===== config.mk =====
export PLATFORM = sky130hd
export DESIGN_NAME = muldiv_unit
export DESIGN_NICKNAME = d
export VERILOG_FILES = /design/src/rtl/muldiv_pkg.sv /design/src/rtl/muldiv_step.sv /design/src/rtl/muldiv_unit.sv
export SDC_FILE = /design/constraint.sdc
export NUM_CORES = 1
export LEC_CHECK = 0
export BUFFER_PORTS_ARGS = -buffer_cell sky130_fd_sc_hd__buf_2
export CORE_ASPECT_RATIO = 1.1
export CORE_MARGIN = 1.5
export CORE_UTILIZATION = 51
export CTS_CLUSTER_SIZE = 25
export DETAILED_ROUTE_END_ITERATION = 12
export HOLD_SLACK_MARGIN = 0.05
export PLACE_DENSITY = 0.86
export SYNTH_ARGS = -nofsm -noshare
export SYNTH_HDL_FRONTEND = slang
export SYNTH_SLANG_ARGS = --single-unit

===== constraint.sdc =====
create_clock -name clock -period 2.8 [get_ports clock]
set_input_delay 0 -clock clock [delete_from_list [all_inputs] [get_ports clock]]
set_output_delay 0 -clock clock [all_outputs]
set_load 0.02 [all_outputs]

===== src/rtl/muldiv_pkg.sv =====
// ---------------------------------------------------------------------------
// muldiv_pkg
// Shared definitions for the iterative multiply/divide unit.
//   - state_t       : controller states IDLE / RUN / DONE
//   - OP_MUL/OP_DIV : encodings of the op input
//   - DEFAULT_WIDTH : default operand width of the unit
//   - COUNT_W       : iteration counter width for the default width
// Optional feature macro used by the unit: MULDIV_DIV_EN (divide datapath).
// ---------------------------------------------------------------------------
package muldiv_pkg;

   typedef enum logic [1:0] {
      IDLE = 2'd0,
      RUN  = 2'd1,
      DONE = 2'd2
   } state_t;

   localparam logic OP_MUL = 1'b0;
   localparam logic OP_DIV = 1'b1;

   localparam int DEFAULT_WIDTH = 16;
   localparam int COUNT_W       = $clog2(DEFAULT_WIDTH);

endpackage


===== src/rtl/muldiv_step.sv =====
// ---------------------------------------------------------------------------
// muldiv_step
// Purely combinational single iteration of the shared multiply/divide loop.
//   isDiv    in   1      selects restoring-divide step instead of add-shift
//   operand  in   WIDTH  multiplicand (multiply) or divisor (divide)
//   hiIn     in   WIDTH  upper accumulator half / partial remainder
//   loIn     in   WIDTH  lower accumulator half (multiplier bits / dividend
//                        bits on the way in, quotient bits on the way out)
//   hiOut    out  WIDTH  next upper half
//   loOut    out  WIDTH  next lower half
// ---------------------------------------------------------------------------
module muldiv_step #(
   parameter int WIDTH = 16
) (
   input  logic             isDiv,
   input  logic [WIDTH-1:0] operand,
   input  logic [WIDTH-1:0] hiIn,
   input  logic [WIDTH-1:0] loIn,
   output logic [WIDTH-1:0] hiOut,
   output logic [WIDTH-1:0] loOut
);

   logic [WIDTH:0]   mulSum;
   logic [WIDTH:0]   divShifted;
   logic [WIDTH-1:0] divTrial;
   logic             divNoBorrow;

   // Multiply: the current LSB of the multiplier (sitting in loIn[0]) decides
   // whether the multiplicand is added into the upper half; the whole
   // accumulator then shifts right one place, so the carry drops into the
   // upper half and the low bit of the sum enters the product's lower half.
   // Divide: the partial remainder (one bit wider than an operand) takes the
   // next dividend bit from the top of loIn. The trial difference only needs
   // its low WIDTH bits, because whenever it is kept it is below the divisor.
   always_comb begin
      mulSum      = {1'b0, hiIn} + (loIn[0] ? {1'b0, operand} : '0);
      divShifted  = {hiIn, loIn[WIDTH-1]};
      divNoBorrow = (divShifted >= {1'b0, operand});
      divTrial    = divShifted[WIDTH-1:0] - operand;

      hiOut = mulSum[WIDTH:1];
      loOut = {mulSum[0], loIn[WIDTH-1:1]};
      if (isDiv) begin
         hiOut = divNoBorrow ? divTrial : divShifted[WIDTH-1:0];
         loOut = {loIn[WIDTH-2:0], divNoBorrow};
      end
   end

endmodule


===== src/rtl/muldiv_unit.sv =====
// ---------------------------------------------------------------------------
// muldiv_unit
// Iterative unsigned multiply / restoring divide, WIDTH iterations per
// request under a start/busy/done handshake.
//   clock        in   1      rising-edge clock
//   reset        in   1      asynchronous active-high reset
//   start        in   1      request, accepted in IDLE or DONE
//   op           in   1      0 = multiply, 1 = divide
//   operand_a    in   WIDTH  multiplicand / dividend
//   operand_b    in   WIDTH  multiplier / divisor
//   busy         out  1      high while iterating
//   done         out  1      one-cycle pulse, results valid
//   result_hi    out  WIDTH  product upper half / remainder
//   result_lo    out  WIDTH  product lower half / quotient
//   div_by_zero  out  1      divide request had a zero divisor
// Optional feature: define MULDIV_DIV_EN to include the divide datapath.
// Without it op is ignored, every request multiplies, div_by_zero is 0.
// ---------------------------------------------------------------------------
module muldiv_unit
   import muldiv_pkg::*;
#(
   parameter int WIDTH = DEFAULT_WIDTH
) (
   input  logic             clock,
   input  logic             reset,
   input  logic             start,
   input  logic             op,
   input  logic [WIDTH-1:0] operand_a,
   input  logic [WIDTH-1:0] operand_b,
   output logic             busy,
   output logic             done,
   output logic [WIDTH-1:0] result_hi,
   output logic [WIDTH-1:0] result_lo,
   output logic             div_by_zero
);

   localparam int CntW = $clog2(WIDTH);
   localparam logic [CntW-1:0] LastCount = CntW'(WIDTH - 1);

   state_t           state;
   state_t           nextState;
   logic             accept;
   logic             lastIter;
   logic [CntW-1:0]  count;
   logic [WIDTH-1:0] opA;
   logic [WIDTH-1:0] accHi;
   logic [WIDTH-1:0] accLo;
   logic [WIDTH-1:0] stepHi;
   logic [WIDTH-1:0] stepLo;
   logic [WIDTH-1:0] stepOperand;
   logic             opIsDiv;
   logic             acceptAsDiv;

`ifdef MULDIV_DIV_EN
   logic [WIDTH-1:0] opB;

   // Divide-only state: the divisor and the op are captured on the accepting
   // edge so the upstream mux may move on. The zero-divisor flag is decided
   // from the captured divisor and only changes when a result is published.
   always_ff @(posedge clock or posedge reset) begin
      if (reset) begin
         opB         <= '0;
         opIsDiv     <= 1'b0;
         div_by_zero <= 1'b0;
      end else begin
         if (accept) begin
            opB     <= operand_b;
            opIsDiv <= (op == OP_DIV);
         end
         if (lastIter) begin
            div_by_zero <= opIsDiv && (opB == '0);
         end
      end
   end

   assign acceptAsDiv = (op == OP_DIV);
   assign stepOperand = opIsDiv ? opB : opA;
`else
   assign opIsDiv     = 1'b0;
   assign acceptAsDiv = 1'b0;
   assign stepOperand = opA;
   assign div_by_zero = 1'b0;
`endif

   muldiv_step #(
      .WIDTH (WIDTH)
   ) stepInst (
      .isDiv   (opIsDiv),
      .operand (stepOperand),
      .hiIn    (accHi),
      .loIn    (accLo),
      .hiOut   (stepHi),
      .loOut   (stepLo)
   );

   // State register of the controller; reset drops straight back to IDLE,
   // abandoning any iteration in flight.
   always_ff @(posedge clock or posedge reset) begin
      if (reset) begin
         state <= IDLE;
      end else begin
         state <= nextState;
      end
   end

   // Next-state logic. A request is accepted from IDLE and also from DONE so
   // that back-to-back operations need no idle cycle; start while running is
   // deliberately not looked at. lastIter marks the edge that finishes the
   // final iteration and publishes the result.
   always_comb begin
      nextState = state;
      accept    = 1'b0;
      lastIter  = 1'b0;
      case (state)
         IDLE: begin
            if (start) begin
               accept    = 1'b1;
               nextState = RUN;
            end
         end
         RUN: begin
            if (count == LastCount) begin
               lastIter  = 1'b1;
               nextState = DONE;
            end
         end
         DONE: begin
            if (start) begin
               accept    = 1'b1;
               nextState = RUN;
            end else begin
               nextState = IDLE;
            end
         end
         default: nextState = IDLE;
      endcase
   end

   assign busy = (state == RUN);
   assign done = (state == DONE);

   // Shared datapath registers. On acceptance the accumulator is cleared and
   // the lower half is loaded with the multiplier (multiply) or the dividend
   // (divide), which the step logic then consumes one bit per cycle. The
   // visible results are written only on the final iteration edge, so they
   // stay stable from one done pulse to the next.
   always_ff @(posedge clock or posedge reset) begin
      if (reset) begin
         count     <= '0;
         opA       <= '0;
         accHi     <= '0;
         accLo     <= '0;
         result_hi <= '0;
         result_lo <= '0;
      end else begin
         if (accept) begin
            count <= '0;
            opA   <= operand_a;
            accHi <= '0;
            accLo <= acceptAsDiv ? operand_a : operand_b;
         end else if (state == RUN) begin
            count <= count + 1'b1;
            accHi <= stepHi;
            accLo <= stepLo;
            if (lastIter) begin
               result_hi <= stepHi;
               result_lo <= stepLo;
            end
         end
      end
   end

endmodule


==> impl_metrics.env, run 1 <==
export IMPL_synth_warnings=0
export IMPL_drt_wirelength_per_cell_um=15.9
export IMPL_core_um2=8040
export IMPL_crit_buf_inv=1
export IMPL_place_congestion=0.953
export IMPL_most_common_layout_cells="107 x nand2_1, 86 x dfrtp_1, 68 x buf_2"
export IMPL_numCtsBuffers=9
export IMPL_path_cells="buf_4 > and2_1 > fa_1 > a211oi_2 > o211ai_2 > and3_4 > or3_1 > a32o_2"
export IMPL_startpoint="accLo[0]"
export IMPL_maxSlewViolCount=0
export IMPL_synth_compound_area_share_pct=16.0
export IMPL_clockRootBuffer="clkbuf_8"
export IMPL_first_pass_iters=5
export IMPL_powerDensity_nw_per_um2=1180
export IMPL_path_delay_family="simple AND/OR/NAND/NOR gates"
export IMPL_die_area_um2=8970
export IMPL_hp_start="start"
export IMPL_dpl_hpwl_um=6520
export IMPL_cts_sinks=86
export IMPL_cts_tree="built"
export IMPL_worst_pin_slew_ps=601
export IMPL_syn_area_um2=4290
export IMPL_rsz0062_at_grt="no"
export IMPL_fin_skew_ps=19.3
export IMPL_postLayoutCoreUtil_pct=65.2
export IMPL_drt_total_wl_um=10000
export IMPL_antenna_found_initial=0
export IMPL_cp_data_arrival_time_ps=2930
export IMPL_syn2layout_area_growth_pct=22.3
export IMPL_timing_rr_start="accLo[0]"
export IMPL_crit_path_max_fanout=16
export IMPL_synth_xor_xnor_area_share_pct=2.45
export IMPL_drc_errors=0
export IMPL_synthArstFlopShare_pct=100
export IMPL_clock_path_buffers=2
export IMPL_layout_worst_path_cycle_share_pct=95.7
export IMPL_cpMaxStageDelayCell="fa_1"
export IMPL_fin_nets=572
export IMPL_final_common_cell="nand2_1"
export IMPL_synth_nets=477
export IMPL_grt_start_max_net_pins=39
export IMPL_hp_class="input port to flip-flop"
export IMPL_synth_simple_gate_area_share_pct=16.7
export IMPL_die_h_um=99.2
export IMPL_cts_setup_buffers=0
export IMPL_path_class="flip-flop to flip-flop"
export IMPL_grt_overflow=0
export IMPL_die_x_um=90.4
export IMPL_drtAntennaViolNets=0
export IMPL_cts_max_level=3
export IMPL_grt_pass1_vias=3635
export IMPL_io_pins=71
export IMPL_synth_edf_count=0
export IMPL_clkTransAtPathRegs_ps=90
export IMPL_ys_flop_type="dfrtp_1"
export IMPL_grt_first_pass_wirelength_um=17200
export IMPL_vias=3592
export IMPL_leakagePower_nw=2.62
export IMPL_rows=34
export IMPL_endpoint_kind="flip-flop"
export IMPL_critPathLaunchType="flip-flop"
export IMPL_io_buffer_count=68
export IMPL_drtIter0Drc=226
export IMPL_outcome="finished, final reports clean"
export IMPL_max_stage_delay_ps=460
export IMPL_synth_fa_ha_area_share_pct=5.43
export IMPL_diodes=0
export IMPL_synth_distinct_cells=53
export IMPL_required_ps=3060
export IMPL_clk_latency_ps=380
export IMPL_setup_tns_ps=0
export IMPL_max_cap_viol_count=0
export IMPL_grt_util_all_layers_pct=24.3
export IMPL_ys_seq_area_share_pct=50.2
export IMPL_hold_viol=0
export IMPL_fin_crit_ps=2680
export IMPL_fmaxAchievable_mhz=373
export IMPL_slew_headroom_pct=59.9
export IMPL_ys_ff_latch=86
export IMPL_setup_violations=0
export IMPL_irDropWorstVdd_mv=0.529
export IMPL_synth_top_family_by_area="simple AND/OR/NAND/NOR gates"
export IMPL_via_per_inst=5.69
export IMPL_start_util_pct=53.3
export IMPL_postSynthAreaPerCell_um2=10.1
export IMPL_synthCells=423
export IMPL_drive_gt1_share_pct=25.0
export IMPL_synthMuxAreaShare_pct=6.04
==> Yosys cell counts, types with 5 or more instances <==
| cell | instances | area [um2] |
|---|---|---|
| ha_1 | 17 | 213 |
| nand4_1 | 6 | 37.5 |
| nor2_1 | 8 | 30.0 |
| nand3_1 | 6 | 30.0 |
| xnor2_1 | 9 | 78.8 |
| a22o_1 | 12 | 105 |
| a21oi_1 | 10 | 50.1 |
| inv_1 | 5 | 18.8 |
| o21ai_0 | 7 | 35.0 |
| nand2_1 | 107 | 402 |
| a22oi_1 | 16 | 120 |
| mux2_2 | 23 | 259 |
| a211o_1 | 5 | 43.8 |
| and2_1 | 19 | 119 |
| buf_2 | 7 | 35.0 |
| o21ai_1 | 5 | 25.0 |
| a21o_1 | 6 | 45.0 |
| clkbuf_1 | 14 | 52.6 |
| dfrtp_1 | 86 | 2150 |
==> path summary, 6_finish.rpt <==
path	end	depth (start not counted)	slack, ps
setup / recovery	accHi[13]	8	120
hold / removal	count[2]	3	70
setup reg to reg	accHi[13]	8	120
hold reg to reg	result_lo[13]	2	480
max in group asynchronous	accHi[5]	4	1820
min in group asynchronous	accHi[10]	3	210
==> final cells by class <==
class                      instances  area [um2]
timing repair buffer             109         731
clock inverter                     7        63.8
tap                              108         135
inverter                           6        23.8
sequential                        86        2150
clock buffer                       9         124
fill                             613        2800
multi-input combinational        306        2010
==> cell families after synthesis <==
family	count (synthesis)
AO/OA/AOI/OAI	91
adder cells (fa/ha/maj)	18
XOR/XNOR	12
AND/OR/NAND/NOR	161
flip-flops	86
multiplexers	23
other	1
buffers and inverters	31
==> worst min-delay path, stage by stage <==
cell,delay [ps]
buf_2,100
nor2b_4,190
nor2_1,110
==> metrics by stage <==
step | total power [W] | instances | setup WS [ps] | instance area [um2] | hold WS [ps]
4_1_cts | 0.00616 | 631 | 136 | 5240 | 68.9
2_1_floorplan | 0.00450 | 423 | 113 | 4290 | 128
3_3_place_gp | 0.00512 | 582 | 225 | 4720 | 63.6
5_1_grt | 0.00666 | 631 | 19.3 | 5240 | 71.1
3_5_place_dp | 0.00527 | 582 | 169 | 4720 | 75.8
6_report | 0.00621 | 631 | 121 | 5240 | 72.1
==> layer usage <==
metal	share of wire (%)	GRT usage, %	vias to the layer above
met2	48	40.0	165
met1	41	30.2	1713
met5	0	0	-
met4	3.8	12.7	0
li1	-	-	1675
met3	6.7	5.35	39
==> what timing repair did <==
| action | in CTS | in global routing |
|---|---|---|
| setup endpoints to repair | 0 | 0 |
| gates resized for setup | 0 | 0 |
| hold buffers | 33 | 0 |
| hold endpoints to repair | 65 | 0 |
==> where the power goes <==
part | internal, W | switching, W | total [W] | leakage [nW]
Sequential | 0.00182 | 0.000351 | 0.00217 | 1.08
Clock | 0.000344 | 0.000500 | 0.000843 | 0.0907
Combinational | 0.00136 | 0.00183 | 0.00319 | 1.45
==> registers in the layout, summed over array words and instances, names as in the netlist <==
name and flops:
count 4, accLo 16, opA 16, result_lo 16
state 2, result_hi 16, accHi 16
No activity file was read; power rests on OpenSTA's default activity.
==> run 2: changes to the inputs <==
--- a/config.mk
+++ b/config.mk
@@ -12,7 +12,7 @@
 export CTS_CLUSTER_SIZE = 25
 export DETAILED_ROUTE_END_ITERATION = 12
 export HOLD_SLACK_MARGIN = 0.05
-export PLACE_DENSITY = 0.86
+export PLACE_DENSITY = 0.83
 export SYNTH_ARGS = -nofsm -noshare
 export SYNTH_HDL_FRONTEND = slang
 export SYNTH_SLANG_ARGS = --single-unit
==> constraint.sdc (replaced) <==
create_clock -name clock -period 3.3 [get_ports clock]
set_input_delay 0 -clock clock [delete_from_list [all_inputs] [get_ports clock]]
set_output_delay 0 -clock clock [all_outputs]
set_load 0.02 [all_outputs]
==> run 2 against run 1 <==
Against the previous run:
- clock-buffer cell count unchanged
- clock power barely moved
- die area is the same
- sequential power shrank 15%
- utilization rose by 0.26 points
- total power fell by 13%
- routed wire length decreased by 1.1%
- via count decreased by 1.2%
- combinational power is 15% lower
- clock skew is 4.7 ps lower
- critical path type unchanged
==> impl_metrics.env, run 2 (synthesis gave the netlist of run 1 again) <==
export IMPL_outcome="finished, final reports clean"
export IMPL_fin_crit_ps=2790
export IMPL_clk_latency_ps=370
export IMPL_via_per_inst=5.64
export IMPL_layout_worst_path_cycle_share_pct=84.4
export IMPL_stdcell_count=629
export IMPL_p_seq_share_pct=34.3
export IMPL_p_switching_w=0.00226
export IMPL_grt_pass1_vias=3612
export IMPL_required_ps=3560
export IMPL_power_internal_w=0.00314
export IMPL_setup_tns_ps=0
export IMPL_irDropWorstVdd_mv=0.392
export IMPL_numCtsBuffers=9
export IMPL_clockRootBuffer="clkbuf_8"
export IMPL_combPwrFrac_pct=50.0
export IMPL_die_area_um2=8970
export IMPL_crit_path_max_fanout=8
export IMPL_drt_wirelength_per_cell_um=15.8
export IMPL_timing_rr_start="accLo[0]"
export IMPL_setup_violations=0
export IMPL_leakagePower_nw=2.63
export IMPL_fin_nets=570
export IMPL_busiest_layer="met2"
export IMPL_cts_sinks=86
export IMPL_grt_first_pass_wirelength_um=16900
export IMPL_syn2layout_area_growth_pct=22.8
export IMPL_cts_tree="built"
export IMPL_most_common_layout_cells="107 x nand2_1, 86 x dfrtp_1, 68 x buf_2"
export IMPL_worst_pin_slew_ps=704
export IMPL_clkTransAtPathRegs_ps=100
export IMPL_die_h_um=99.2
export IMPL_cts_setup_buffers=0
export IMPL_first_pass_iters=5
export IMPL_share_clk_of_total_power_pct=15.7
export IMPL_met2_usage_pct=40.0
export IMPL_hp_start="start"
export IMPL_vias=3549
export IMPL_final_common_cell="nand2_1"
export IMPL_max_cap_viol_count=0
export IMPL_grt_start_max_net_pins=44
export IMPL_drtIter0Drc=303
export IMPL_met3_usage_pct=3.67
export IMPL_diodes=0
export IMPL_hold_depth=5
export IMPL_cts_hold_fix_buffers=33
export IMPL_rsz0062_at_grt="no"
export IMPL_cts_max_level=3
export IMPL_place_congestion=0.883
export IMPL_die_x_um=90.4
export IMPL_drc_errors=0
export IMPL_drive_gt1_share_pct=24.8
export IMPL_dpl_cell_count=580
export IMPL_clock_path_buffers=2
export IMPL_rows=34
export IMPL_drt_total_wl_um=9920
export IMPL_hp_class="input port to flip-flop"
export IMPL_grt_overflow=0
export IMPL_grt_util_all_layers_pct=23.8
export IMPL_fmaxAchievable_mhz=359
export IMPL_regToRegSetupSlack_ps=510
export IMPL_antenna_found_initial=0
export IMPL_cts_resized_gates=0
export IMPL_path_class="flip-flop to flip-flop"
export IMPL_cp_data_arrival_time_ps=3050
export IMPL_io_pins=71
export IMPL_drtAntennaViolNets=0
export IMPL_switching_share_pct=41.8
export IMPL_powerDensity_nw_per_um2=1020
export IMPL_io_buffer_count=68
export IMPL_fin_skew_ps=14.5
export IMPL_critPathLaunchType="flip-flop"
export IMPL_grt_util_met1_pct=29.4
export IMPL_start_util_pct=53.3
export IMPL_whs_endpoint="accLo[13]"
export IMPL_endpoint_kind="flip-flop"
export IMPL_reg2reg_depth=8
export IMPL_maxSlewViolCount=0
export IMPL_dpl_hpwl_um=6270
export IMPL_r2r_end="accHi[13]"
export IMPL_slew_headroom_pct=53.0
export IMPL_hold_viol=0
export IMPL_core_um2=8040
run 2: cell types whose count changed in the layout (fill, tap and decap cells not counted):
| cell | delta |
|---|---|
| buf_4 | -2 |
| bufinv_16 | +2 |
| clkinv_4 | +2 |
| inv_6 | -2 |
| clkinvlp_4 | -1 |
| inv_8 | -1 |
| nor2b_2 | +1 |
| nor2b_4 | -1 |
run 2: worst max-delay path, cell delays in order, from the launching register on:
cell	delay [ps]
dfrtp_1	480
and2_1	210
ha_1	220
fa_1	440
a211oi_2	300
o211ai_2	170
and3_4	220
or3_1	370
a32o_2	270
run 2: per-layer routing:
| layer | part of all wire (%) | up-vias | wire length (um) |
|---|---|---|---|
| met3 | 4.2 | 29 | 421 |
| met5 | 0 | - | 0 |
| met1 | 43 | 1731 | 4230 |
| li1 | - | 1666 | - |
| met2 | 49 | 123 | 4870 |
| met4 | 4.0 | 0 | 397 |
run 2: area by class of cell:
cell class                      instances  area, um2
Fill cell                             611       2780
Clock buffer                            9        124
Timing Repair Buffer                  107        716
Sequential cell                        86       2150
Inverter                                6       23.8
Tap cell                              108        135
Clock inverter                          7        105
Multi-Input combinational cell        306       2010
run 2: how the worst max path moves through the flow:
stage                     startpoint         to  slack (ps)  cells past startpoint
final                       accLo[0]  accHi[13]         510                      8
after global placement      accLo[0]  accHi[13]         600                      8
after global routing        accLo[0]  accHi[13]         370                      8
after CTS                   accLo[0]  accHi[13]         550                      8
after detailed placement    accLo[0]  accHi[13]         560                      8
after floorplan             accLo[0]  accHi[13]         610                      9
run 2: stage by stage:
step / power (W) / area [um2] / worst slack, ps / hold slack (ps) / utilization, %
2_1_floorplan: 0.00382 / 4290 / 613 / 128 / -
3_3_place_gp: 0.00435 / 4700 / 598 / 119 / 58.5
3_5_place_dp: 0.00446 / 4700 / 559 / 138 / 58.5
4_1_cts: 0.00537 / 5260 / 547 / 165 / 65.5
5_1_grt: 0.00578 / 5260 / 374 / 187 / 65.5
6_report: 0.00539 / 5260 / 514 / 173 / 65.5
run 2: power groups by stage:
stage / Clock [W] / Sequential [W] / Combinational [W]
floorplan: 0 / 0.00197 / 0.00184
global placement: 0 / 0.00184 / 0.00251
finish: 0.000846 / 0.00185 / 0.00270
detailed placement: 0 / 0.00185 / 0.00261
global route: 0.000901 / 0.00191 / 0.00297
CTS: 0.000852 / 0.00184 / 0.00268
